**src/rtl/axi_adapter_pkg.sv**
```systemverilog
`default_nettype none
// ---------------------------------------------------------------------------
// axi_adapter_pkg : AXI response codes, response merge helper, FSM state type
// Revision: 1.0
// ---------------------------------------------------------------------------
package axi_adapter_pkg;

  localparam logic [1:0] RESP_OKAY   = 2'd0;
  localparam logic [1:0] RESP_EXOKAY = 2'd1;
  localparam logic [1:0] RESP_SLVERR = 2'd2;
  localparam logic [1:0] RESP_DECERR = 2'd3;

  typedef enum logic [1:0] {
    ST_IDLE = 2'd0,
    ST_PACK = 2'd1,
    ST_OUT  = 2'd2
  } state_t;

  // Encodings are ordered by severity, so the numeric maximum is the merge.
  function automatic logic [1:0] resp_max(input logic [1:0] a, input logic [1:0] b);
    return (a > b) ? a : b;
  endfunction

endpackage
`default_nettype wire

```
**src/rtl/r_lane_pack.sv**
```systemverilog
`default_nettype none
// ---------------------------------------------------------------------------
// r_lane_pack : lane buffer with clear, single-lane write and parallel read
// Revision: 1.0
// ---------------------------------------------------------------------------
module r_lane_pack #(
  parameter int LANES  = 4,
  parameter int DATA_W = 32,
  parameter int IDX_W  = 2
) (
  input  logic                      clk,
  input  logic                      rst,
  input  logic                      clear,
  input  logic                      wr_en,
  input  logic [IDX_W-1:0]          wr_lane,
  input  logic [DATA_W-1:0]         wr_data,
  output logic [LANES*DATA_W-1:0]   rd_data
);

  logic [LANES-1:0][DATA_W-1:0] mem;

  always_ff @(posedge clk) begin
    if (rst || clear) begin
      mem <= '0;
    end else if (wr_en) begin
      mem[wr_lane] <= wr_data;
    end
  end

  assign rd_data = mem;

endmodule
`default_nettype wire

```
**src/rtl/axi_r_upsizer.sv**
```systemverilog
`default_nettype none
// ---------------------------------------------------------------------------
// axi_r_upsizer : packs narrow slave R beats into wide master R beats
// Revision: 1.0
// ---------------------------------------------------------------------------
module axi_r_upsizer
  import axi_adapter_pkg::*;
#(
  parameter int S_DATA_WIDTH = 32,
  parameter int M_DATA_WIDTH = 128,
  parameter int RID_WIDTH    = 3,
  parameter int RESP_WIDTH   = 2,
  parameter int TXN_W        = 3,
  localparam int RATIO       = M_DATA_WIDTH / S_DATA_WIDTH,
  localparam int LANE_W      = (RATIO > 1) ? $clog2(RATIO) : 1
) (
  input  logic                    aclk,
  input  logic                    arst,
  input  logic [RID_WIDTH-1:0]    s_rid,
  input  logic [S_DATA_WIDTH-1:0] s_rdata,
  input  logic [RESP_WIDTH-1:0]   s_rresp,
  input  logic                    s_rlast,
  input  logic                    s_rvalid,
  output logic                    s_rready,
  output logic [RID_WIDTH-1:0]    m_rid,
  output logic [M_DATA_WIDTH-1:0] m_rdata,
  output logic [RESP_WIDTH-1:0]   m_rresp,
  output logic                    m_rlast,
  output logic                    m_rvalid,
  input  logic                    m_rready,
  input  logic                    cmd_valid,
  input  logic [LANE_W-1:0]       cmd_start_lane,
  input  logic [TXN_W-1:0]        cmd_sub_txn,
  output logic                    cmd_ready,
  output logic                    busy
);

  if (RATIO < 2 || (RATIO & (RATIO - 1)) != 0 || RATIO * S_DATA_WIDTH != M_DATA_WIDTH
      || RESP_WIDTH != 2) begin : g_bad_params
    $error("axi_r_upsizer: width ratio must be a power of two >= 2 and RESP_WIDTH must be 2");
  end

  state_t                    state;
  logic [LANE_W-1:0]         lane;
  logic [TXN_W-1:0]          txn_left;
  logic [RESP_WIDTH-1:0]     resp_acc;
  logic [M_DATA_WIDTH-1:0]   buf_rd;
  logic [M_DATA_WIDTH-1:0]   packed_beat;
  logic [RESP_WIDTH-1:0]     resp_merged;
  logic                      s_hs;
  logic                      is_final;
  logic                      is_close;
  logic                      buf_clear;

  assign s_rready  = (state == ST_PACK);
  assign m_rvalid  = (state == ST_OUT);
  assign cmd_ready = (state == ST_IDLE);
  assign busy      = (state != ST_IDLE);

  assign s_hs        = s_rvalid && s_rready;
  assign is_final    = s_rlast && (txn_left == '0);
  assign is_close    = is_final || (lane == LANE_W'(RATIO - 1));
  assign resp_merged = resp_max(resp_acc, s_rresp);
  assign buf_clear   = ((state == ST_IDLE) && cmd_valid)
                     || ((state == ST_OUT) && m_rready && !m_rlast);

  // The closing slave beat goes straight into the output register alongside
  // the buffered lanes, so the master beat appears one cycle after it.
  always_comb begin
    packed_beat = buf_rd;
    packed_beat[int'(lane) * S_DATA_WIDTH +: S_DATA_WIDTH] = s_rdata;
  end

  r_lane_pack #(
    .LANES  (RATIO),
    .DATA_W (S_DATA_WIDTH),
    .IDX_W  (LANE_W)
  ) u_lane_pack (
    .clk     (aclk),
    .rst     (arst),
    .clear   (buf_clear),
    .wr_en   (s_hs),
    .wr_lane (lane),
    .wr_data (s_rdata),
    .rd_data (buf_rd)
  );

  always_ff @(posedge aclk) begin
    if (arst) begin
      state    <= ST_IDLE;
      lane     <= '0;
      txn_left <= '0;
      resp_acc <= '0;
      m_rdata  <= '0;
      m_rid    <= '0;
      m_rresp  <= '0;
      m_rlast  <= 1'b0;
    end else begin
      case (state)
        ST_IDLE: begin
          if (cmd_valid) begin
            lane     <= cmd_start_lane;
            txn_left <= cmd_sub_txn;
            resp_acc <= '0;
            state    <= ST_PACK;
          end
        end
        ST_PACK: begin
          if (s_hs) begin
            if (s_rlast && (txn_left != '0)) begin
              txn_left <= txn_left - 1'b1;
            end
            if (is_close) begin
              m_rdata <= packed_beat;
              m_rresp <= resp_merged;
              m_rid   <= s_rid;
              m_rlast <= is_final;
              state   <= ST_OUT;
            end else begin
              resp_acc <= resp_merged;
              lane     <= lane + 1'b1;
            end
          end
        end
        ST_OUT: begin
          if (m_rready) begin
            if (m_rlast) begin
              state <= ST_IDLE;
            end else begin
              lane     <= '0;
              resp_acc <= '0;
              state    <= ST_PACK;
            end
          end
        end
        default: state <= ST_IDLE;
      endcase
    end
  end

endmodule
`default_nettype wire

```
**config.mk**
```make
export PLATFORM = sky130hd
export DESIGN_NAME = axi_r_upsizer
export DESIGN_NICKNAME = d
export VERILOG_FILES = /design/src/rtl/axi_adapter_pkg.sv /design/src/rtl/r_lane_pack.sv /design/src/rtl/axi_r_upsizer.sv
export SDC_FILE = /design/constraint.sdc
export NUM_CORES = 1
export LEC_CHECK = 0
export CAP_MARGIN = 20
export CORE_UTILIZATION = 30
export CTS_CLUSTER_SIZE = 10
export DETAILED_ROUTE_END_ITERATION = 16
export PLACE_DENSITY_LB_ADDON = 0.2
export SYNTH_ARGS = -nofsm -noshare
export SYNTH_HDL_FRONTEND = slang
export SYNTH_HIERARCHICAL = 1
export SYNTH_SLANG_ARGS = --single-unit
```
**constraint.sdc**
```tcl
create_clock -name aclk -period 2.12 [get_ports aclk]
set_clock_uncertainty 0.1 [all_clocks]
set_input_delay 0.424 -clock aclk [delete_from_list [all_inputs] [get_ports aclk]]
set_output_delay 0.424 -clock aclk [all_outputs]
set_load 0.02 [all_outputs]
```
**Yosys cells after proc, flatten, opt, wreduce, memory -nomap -nowiden**

Index checks and enable logic that the tools add are counted.

- Flip-flop bits (word level): 271
- Bits of input ports: 48
- Word-level logic and storage cells: 76

- $add $sub $neg: 3
- Order comparisons: 3
- Equal/unequal tests: 10
- Shift-type cells: 2
- Muxes and demuxes: 25
- Reductions and logical operators: 21

Operators with widths:

| cell | count |
|---|---|
| bitwise mux 128 bit | 2 |
| variable shift 32 x 33 -> 128 bit, first input constant | 1 |
| variable part select 32 x 33 -> 128 bit | 1 |
| demux 32 bit (select 2 bit) | 1 |
| negator 7 -> 33 bit | 1 |
| two-way mux 32 bit | 1 |
| two-way mux 2 bit | 13 |
| case mux 2 bit (3 select lines) | 3 |
| two-way mux 3 bit | 3 |
| != test 2 x 1 -> 1 bit, second input constant | 4 |
| AND reduction 4 bit | 2 |
| logical AND 1 bit | 7 |
| != test 2 bit, second input constant | 3 |
| case mux 3 bit (2 select lines) | 1 |
| AND reduction 6 bit | 1 |
| nonzero test 3 bit | 2 |
| == test 2 bit, second input constant | 2 |
| nonzero test 2 bit | 2 |
| zero test 3 bit | 1 |
| logical OR 1 bit | 3 |
| < comparator 2 x 3 -> 1 bit, second input constant | 1 |
| AND reduction 3 bit | 1 |
| subtractor 3 x 1 -> 3 bit, second input constant | 1 |
| adder 2 x 1 -> 2 bit, second input constant | 1 |
| 6 further kinds | 6 |

**Logic depth before layout (Yosys ltp)**

Gate-level depths: netlist (run 1).

- Depth in word-level cells: 6
- Gate-level depth with buffers: 10

**Cells and area by module**

Netlist (run 1), hierarchy kept.

Modules (own cells, without submodules):

| module | instances | cells an instance | area each (sq um) |
|---|---|---|---|
| axi_r_upsizer | 1 | 710 | 6299.8 |
| r_lane_pack | 1 | 470 | 5551.6 |

**Least setup slack after synthesis (run 1)**

Ideal clock, no wire load.

- Path type: reg-to-reg
- From: register state[0]
- To: register u_lane_pack.mem (netlist bit u_lane_pack/rd_data[110])
- Setup time: 72 ps
- Arrival time: 1906 ps
- Required time: 1948 ps
- Slack: 42 ps
- Cell stages (with the launch flop): 9
- Path buffers: 2
- Clock period less this slack: 2078 ps
- Cell sequence: dfxtp_1 inv_1 ha_1 nor2b_1 a22o_1 buf_6 clkbuf_2 or3b_1 mux2i_1

- Word-level cells in the longest chain between the ends: 5
- Elaborated cells between the ends (all ways): 9

RTL lines:

| item | line | RTL |
|---|---|---|
| from (decl) | axi_r_upsizer.sv:43 | `state_t state;` |
| from (signal assigned) | axi_r_upsizer.sv:90 | `state <= ST_IDLE;` |
| from (signal assigned) | axi_r_upsizer.sv:105 | `state <= ST_PACK;` |
| from (signal assigned) | axi_r_upsizer.sv:118 | `state <= ST_OUT;` |
| == test 2 bit | -- |  |
| net m_rvalid | axi_r_upsizer.sv:29 | `output logic m_rvalid,` |
| logical AND 1 bit (2 in series) | axi_r_upsizer.sv:65 | `\|\| ((state == ST_OUT) && m_rready && !m_rlast);` |
| logical OR 1 bit | axi_r_upsizer.sv:65 |  |
| net buf_clear | axi_r_upsizer.sv:53 | `logic buf_clear;` |
| logical OR 1 bit | r_lane_pack.sv:23 | `if (rst \|\| clear) begin` |
| to (signal, indexed assignment) | r_lane_pack.sv:26 | `mem[wr_lane] <= wr_data;` |
| to (decl) | r_lane_pack.sv:20 | `logic [LANES-1:0][DATA_W-1:0] mem;` |

The timed path passes the listed nets, and every way through them passes these cells.
A chain may end at the register's enable or synchronous reset.

**Final worst setup path (run 1)**

- From: register m_rlast
- To: output m_rlast

RTL lines:

| item | line | RTL |
|---|---|---|
| from (decl) | axi_r_upsizer.sv:28 | `output logic m_rlast,` |
| from (signal assigned) | axi_r_upsizer.sv:117 | `m_rlast <= is_final;` |

No word-level cell between the ends.

==> metrics, run 1 <==
Die Y=approximately 200 microns; Avg WL per Cell=just under 20 microns; Finished Layout Cells=~1900; vias in the first global route=roughly 10000; maximum fanout along the worst path=4; worst hold margin=313 ps; hold_buf cts=0; setup ws final=48.3 ps; Mapped Cells=~1200; nets=about 1400; warnings from Yosys=6; Crit-path slowest cell=clkdlybuf4s50_1; initial DRC count=between 500 and 600; via count=a little under 10000; WL final=about 38 mm; Worst Path Arrival=about 1600 ps; fin crit share=0.977; CTS tree=done; Startpoint Class=flip-flop; slew margin rel.=0.643; FF+latch count, synth=about 270; Clock Tree Buf Depth=3; ys async rst share=0; delay-heaviest family, CP=buffers and inverters; Pre-antenna DRT Iters=5; worst-margin pin slew=approximately 540 ps; area share of the largest cell type after synthesis=0.458; Total GRT Usage=0.184; die area=between 40000 and 50000 sq um; ys flop type=dfxtp_1; clock root buffer=clkbuf_16; leak pwr=roughly 6.2 nW; crit path kind=reg -> out; power per cell area=between 1000 and 1500 nW/um^2; Setup crit end kind=output pin; CTS Buf Count=34; # setup viols final=0; Peak Freq=slightly below 500 MHz; worst-path cell chain=clkdlybuf4s50_1; Unique masters post-synth=48; dominant cell type by area after synthesis=dfxtp_1; Tmin final=about 2100 ps; sequential area share after synthesis=0.458; Min-Delay Path Class=in -> reg; GR Overflow Total=0; Area Growth Syn to Fin=34.5%; RSZ-0062 raised after global routing=yes; worst vdd ir=~0.48 mV; placed cell area=roughly 15000 sq um; worst-skew pair later-pin latency=510 ps; Syn Area/Cell=10.0 sq um; core area=just under 40000 sq um; post-route DRC violation count=0; number of synthesized flops with an enable pin=0; clk sinks=271; slowest cell delay on critical path=about 640 ps; via/cell ratio=slightly above 5; dpl cells=~1900; Net Count, Synth=1243; Worst EP required=1600 ps; final hold violation count=0; # IOs=approximately 190; Final Cell Area=15900 sq um; Post-DP HPWL=~24 mm; wire length of the first global-routing pass=~60 mm; mapped cell area=11900 sq um; row cnt=a little over 70; synth cell count leaders=dfxtp_1, nor2_1, mux2i_1, or3b_1, a221oi_1; largest net degree at the start of global routing=61; RD Place Congestion=approximately 0.78; Crit path buffers/inverters=1; H-Tree Depth=2; Max Cap Viol=0; top cells by area, synth=dfxtp_1, mux2i_1, or3b_1; CTS clk-pin slew, worst paths=approximately 50 ps; Die W=201 microns; final antenna-violating net count=0; outcome=finished, final reports clean; max-slew violation count=0; Buffers on Ports=185; count leader, synth=dfxtp_1; layout cells sized above 1=0.160; DP Worst Slack=-198 ps; initial antenna violation count=1; Starting Density=0.305
[final cells by class]
| cell class | count | area [sq um] |
|---|---|---|
| antenna | 1 | 2.50 |
| clock buffer | 47 | 993 |
| inverter | 15 | 56.3 |
| timing repair buffer | 288 | 2940 |
| multi-input combinational | 775 | 5860 |
| sequential | 271 | 5430 |
| fill | 3805 | 22900 |
| tap | 518 | 648 |
| clock inverter | 2 | 10.0 |
[cell usage in the layout (no fill, tap or decap), types with 5 or more instances in the layout]
cell	netlist	layout
or3b_4	1	21
or3b_1	130	112
inv_1	14	10
ha_1	15	14
buf_12	0	23
clkbuf_16	0	38
nand2_1	11	11
clkdlybuf4s50_1	0	179
buf_4	12	75
nor2_1	134	134
or3b_2	30	28
dfxtp_1	271	269
nand2b_1	7	7
nor3_1	124	124
a221oi_1	128	127
mux2i_1	130	130
nor3_2	6	6
a21oi_1	13	13
clkbuf_1	52	7
inv_2	1	5
[metrics by stage]
step	total power, W	util	TNS (ps)
after global placement	0.0107	0.382	-22690
final	0.0160	0.411	0
after global routing	0.0168	0.411	-370
after detailed placement	0.0107	0.382	-26640
after floorplan	0.00849	-	0
after CTS	0.0161	0.407	0
[metal layers]
metal / wire length [microns] / vias to the layer above / global-route usage
met4: 805 / 0 / 0.0532
met3: 1720 / 52 / 0.0317
met2: 17800 / 239 / 0.299
met1: 17600 / 4849 / 0.250
met5: 0 / - / 0
li1: - / 4796 / -
[sequential cells by signal, summed over array words and instances (netlist names)]
register / flops
m_rresp: 2
lane: 2
u_lane_pack/rd_data: 128
state: 2
m_rdata: 128
resp_acc: 2
txn_left: 3
m_rid: 3
m_rlast: 1
[what timing repair did]
item,CTS,global route
endpoints found under the setup margin,9,116
buffers inserted,0,2
gates resized for setup,11,31
pin swaps,0,3
gates cloned,0,1
[logic make-up (layout without fill, tap and decap cells)]
kind of cell    count (synthesis)  count (layout)  share of synthesized area
buf+inv                       134             352                     0.0568
compound gates                162             162                      0.114
mux                           130             130                      0.110
simple gates                  468             468                      0.246
fa+ha+maj                      15              15                     0.0158
flops                         271             271                      0.458
other cells                     0               1                          0
[path summary, 6_finish.rpt]
| kind | from | endpoint | slack, ps | cells past startpoint |
|---|---|---|---|---|
| setup reg to reg | state[0]$_SDFFE_PP0P_ | u_lane_pack/rd_data[77]$_SDFFE_PP0P_ | 60 | 7 |
| hold reg to reg | m_rid[2]$_SDFFE_PP0P_ | m_rid[2]$_SDFFE_PP0P_ | 360 | 2 |
| hold / removal | arst | m_rresp[1]$_SDFFE_PP0P_ | 310 | 2 |
| setup / recovery | m_rlast$_SDFFE_PP0P_ | m_rlast | 50 | 1 |
[where the power goes]
group	total (W)	internal [W]	switching (W)
logic	0.00488	0.00201	0.00287
clock network	0.00534	0.00322	0.00212
registers	0.00577	0.00553	0.000245
Note: power is estimated with default switching activity, not from simulation.
==> inputs of run 2 (changes only) <==
- PLACE_DENSITY: unset -> 0.63
- PLACE_DENSITY_LB_ADDON: 0.2 -> unset
==> metrics, run 2 (synthesis results as in run 1) <==
outcome=finished, final reports clean; crit path kind=reg -> reg; Pre-antenna DRT Iters=4 (-1); fin crit share=0.991 (+0.0142); sequential cell area=5430 sq um (unchanged); worst vdd ir=0.519 mV (+8.3%); M2 GR Usage=0.297 (-0.00149); row cnt=72 (unchanged); # IOs=186 (unchanged); CP Depth=9 (+8); most frequent cells in the layout=dfxtp_1, clkdlybuf4s50_1, nor2_1; sequential power share=0.358 (-0.003); leak pwr=6.16 nW (-0.21%); Avg WL per Cell=19.7 microns (-0.47%); max-slew violation count=0 (unchanged); CTS Buf Count=34 (unchanged); Fillers=3763 (-1.1%); Peak Freq=476 MHz (-1.4%); initial antenna violation count=2 (+1); Sw Ratio=0.330 (+0.00251); RSZ-0062 raised after global routing=yes; vias in the first global route=10000 (+0.42%); Tmin final=2100 ps (+30.0 ps); multi-input logic area=5880 sq um (+0.43%); post-route DRC violation count=0 (unchanged); RD Place Congestion=0.785 (+0.31%); Die Y=201 microns (unchanged); worst-margin pin slew=548 ps (+12.1 ps); CTS clk-pin slew, worst paths=60 ps (about the same); nets=1436 (-0.83%); P_int=0.0108 W (+0.37%); WL final=37.5 mm (-1.2%); # setup viols final=0 (unchanged); Starting Density=0.305 (unchanged); maximum fanout along the worst path=6 (+2); Crit-path slowest cell=or3b_1; dpl cells=1846 (-0.97%); via count=10100 (+1.9%); final hold violation count=0 (unchanged); Max Cap Viol=0 (unchanged); worst-path cell chain=inv_2 > ha_2 > nor2b_4 > a22o_4 > buf_8 > buf_4 > buf_6 > or3b_1 > mux2i_1; Clock Tree Buf Depth=3 (unchanged); clock group share of total power=0.328 (-0.006); CTS tree=done; routing usage on met1=0.228 (-0.0220); final antenna-violating net count=0 (unchanged); placed cell area=14700 sq um (-1.0%); Startpoint Class=flip-flop; Worst EP required=2440 ps (+840 ps); Net Switching=0.00532 W (+1.5%); reg2reg path depth=9 (+2); Total GRT Usage=0.178 (-0.00607); met3 usage=0.0356 (+0.00390); Area Growth Syn to Fin=34.1%; layout cells sized above 1=0.153 (-0.00683); Buffers on Ports=185 (unchanged); H-Tree Depth=2 (unchanged); Min-Delay Path Class=in -> reg; clock root buffer=clkbuf_16; leading cell type in the layout, fill and taps excluded=dfxtp_1; delay-heaviest family, CP=simple AND/OR/NAND/NOR gates; clk sinks=271 (unchanged); Die W=201 microns (unchanged); worst hold margin=353 ps (+40.7 ps); Post-DP HPWL=23.5 mm (-3.8%); Crit path buffers/inverters=4 (+3); worst-skew pair later-pin latency=510 ps (about the same); Setup crit end kind=flip-flop; hold_buf cts=0 (unchanged); via/cell ratio=5.33 (+2.7%); slowest cell delay on critical path=370 ps (-270 ps); largest net degree at the start of global routing=80 (+31%); Finished Layout Cells=1902 (-0.78%); gr busiest metal=met2; power per cell area=1010 nW/um^2 (+1.0%); hold depth=2 (unchanged); core area=38800 sq um (unchanged); Comb pwr share=0.314 (+0.009); GR Overflow Total=0 (unchanged); die area=40300 sq um (unchanged); Worst Path Arrival=2430 ps (+880 ps); wire length of the first global-routing pass=57.5 mm (-2.8%); slew margin rel.=0.635 (-0.00807); initial DRC count=469 (-6.6%); Final Cell Area=15900 sq um (-0.26%)
==> run 2: changes by cell type in the layout (fill, tap and decap cells not counted), moves of 2 or more <==
cell,change
clkinv_2,+2
or3b_1,+6
buf_12,-2
clkbuf_1,-6
ha_1,-2
buf_4,-16
clkdlybuf4s50_1,-2
dlygate4sd2_1,+2
clkbuf_16,+2
or3b_4,-6
==> run 2: layer usage <==
metal  vias to the layer above  part of all wire
li1                       4770                 -
met1                      5002              0.44
met2                       296              0.48
met3                        61             0.054
met4                         0             0.026
met5                         -                 0
==> run 2: final timing paths <==
| path | start | end | slack (ps) |
|---|---|---|---|
| setup / recovery | state[0]$_SDFFE_PP0P_ | u_lane_pack/rd_data[45]$_SDFFE_PP0P_ | 20 |
| hold / removal | arst | state[1]$_SDFFE_PP0P_ | 350 |
| setup reg to reg | state[0]$_SDFFE_PP0P_ | u_lane_pack/rd_data[45]$_SDFFE_PP0P_ | 20 |
| hold reg to reg | m_rresp[0]$_SDFFE_PP0P_ | m_rresp[0]$_SDFFE_PP0P_ | 360 |
==> run 2: cell type report <==
| cell class | instances | area share |
|---|---|---|
| Antenna cell | 2 | 0.000315 |
| Inverter | 15 | 0.00354 |
| Multi-Input combinational cell | 776 | 0.370 |
| Clock buffer | 41 | 0.0611 |
| Sequential cell | 271 | 0.341 |
| Tap cell | 518 | 0.0408 |
| Clock inverter | 4 | 0.00126 |
| Timing Repair Buffer | 275 | 0.182 |
==> run 2: power by group through the flow <==
stage	clock network (W)	logic [W]	registers, W
3_5_place_dp	0	0.00474	0.00587
4_1_cts	0.00543	0.00474	0.00577
5_1_grt	0.00563	0.00540	0.00581
3_3_place_gp	0	0.00468	0.00586
2_1_floorplan	0	0.00226	0.00623
6_report	0.00528	0.00507	0.00577
==> run 2: timing repair <==
item | 4_1_cts | 5_1_grt
cloned | 0 | 5
gates resized for setup | 11 | 35
pin swaps | 1 | 0
setup endpoints to repair | 9 | 105
hold endpoints to repair | 0 | 0
setup buffers | 1 | 3
==> run 2: per-stage QoR <==
stage	total power (W)	TNS, ps	worst slack, ps	utilization
final	0.0161	0	18.3	0.409
after global routing	0.0168	-306	-44.7	0.409
after CTS	0.0159	0	2.66	0.403
after detailed placement	0.0106	-35950	-335	0.378
after global placement	0.0105	-29950	-288	0.378
after floorplan	0.00849	0	42.4	-
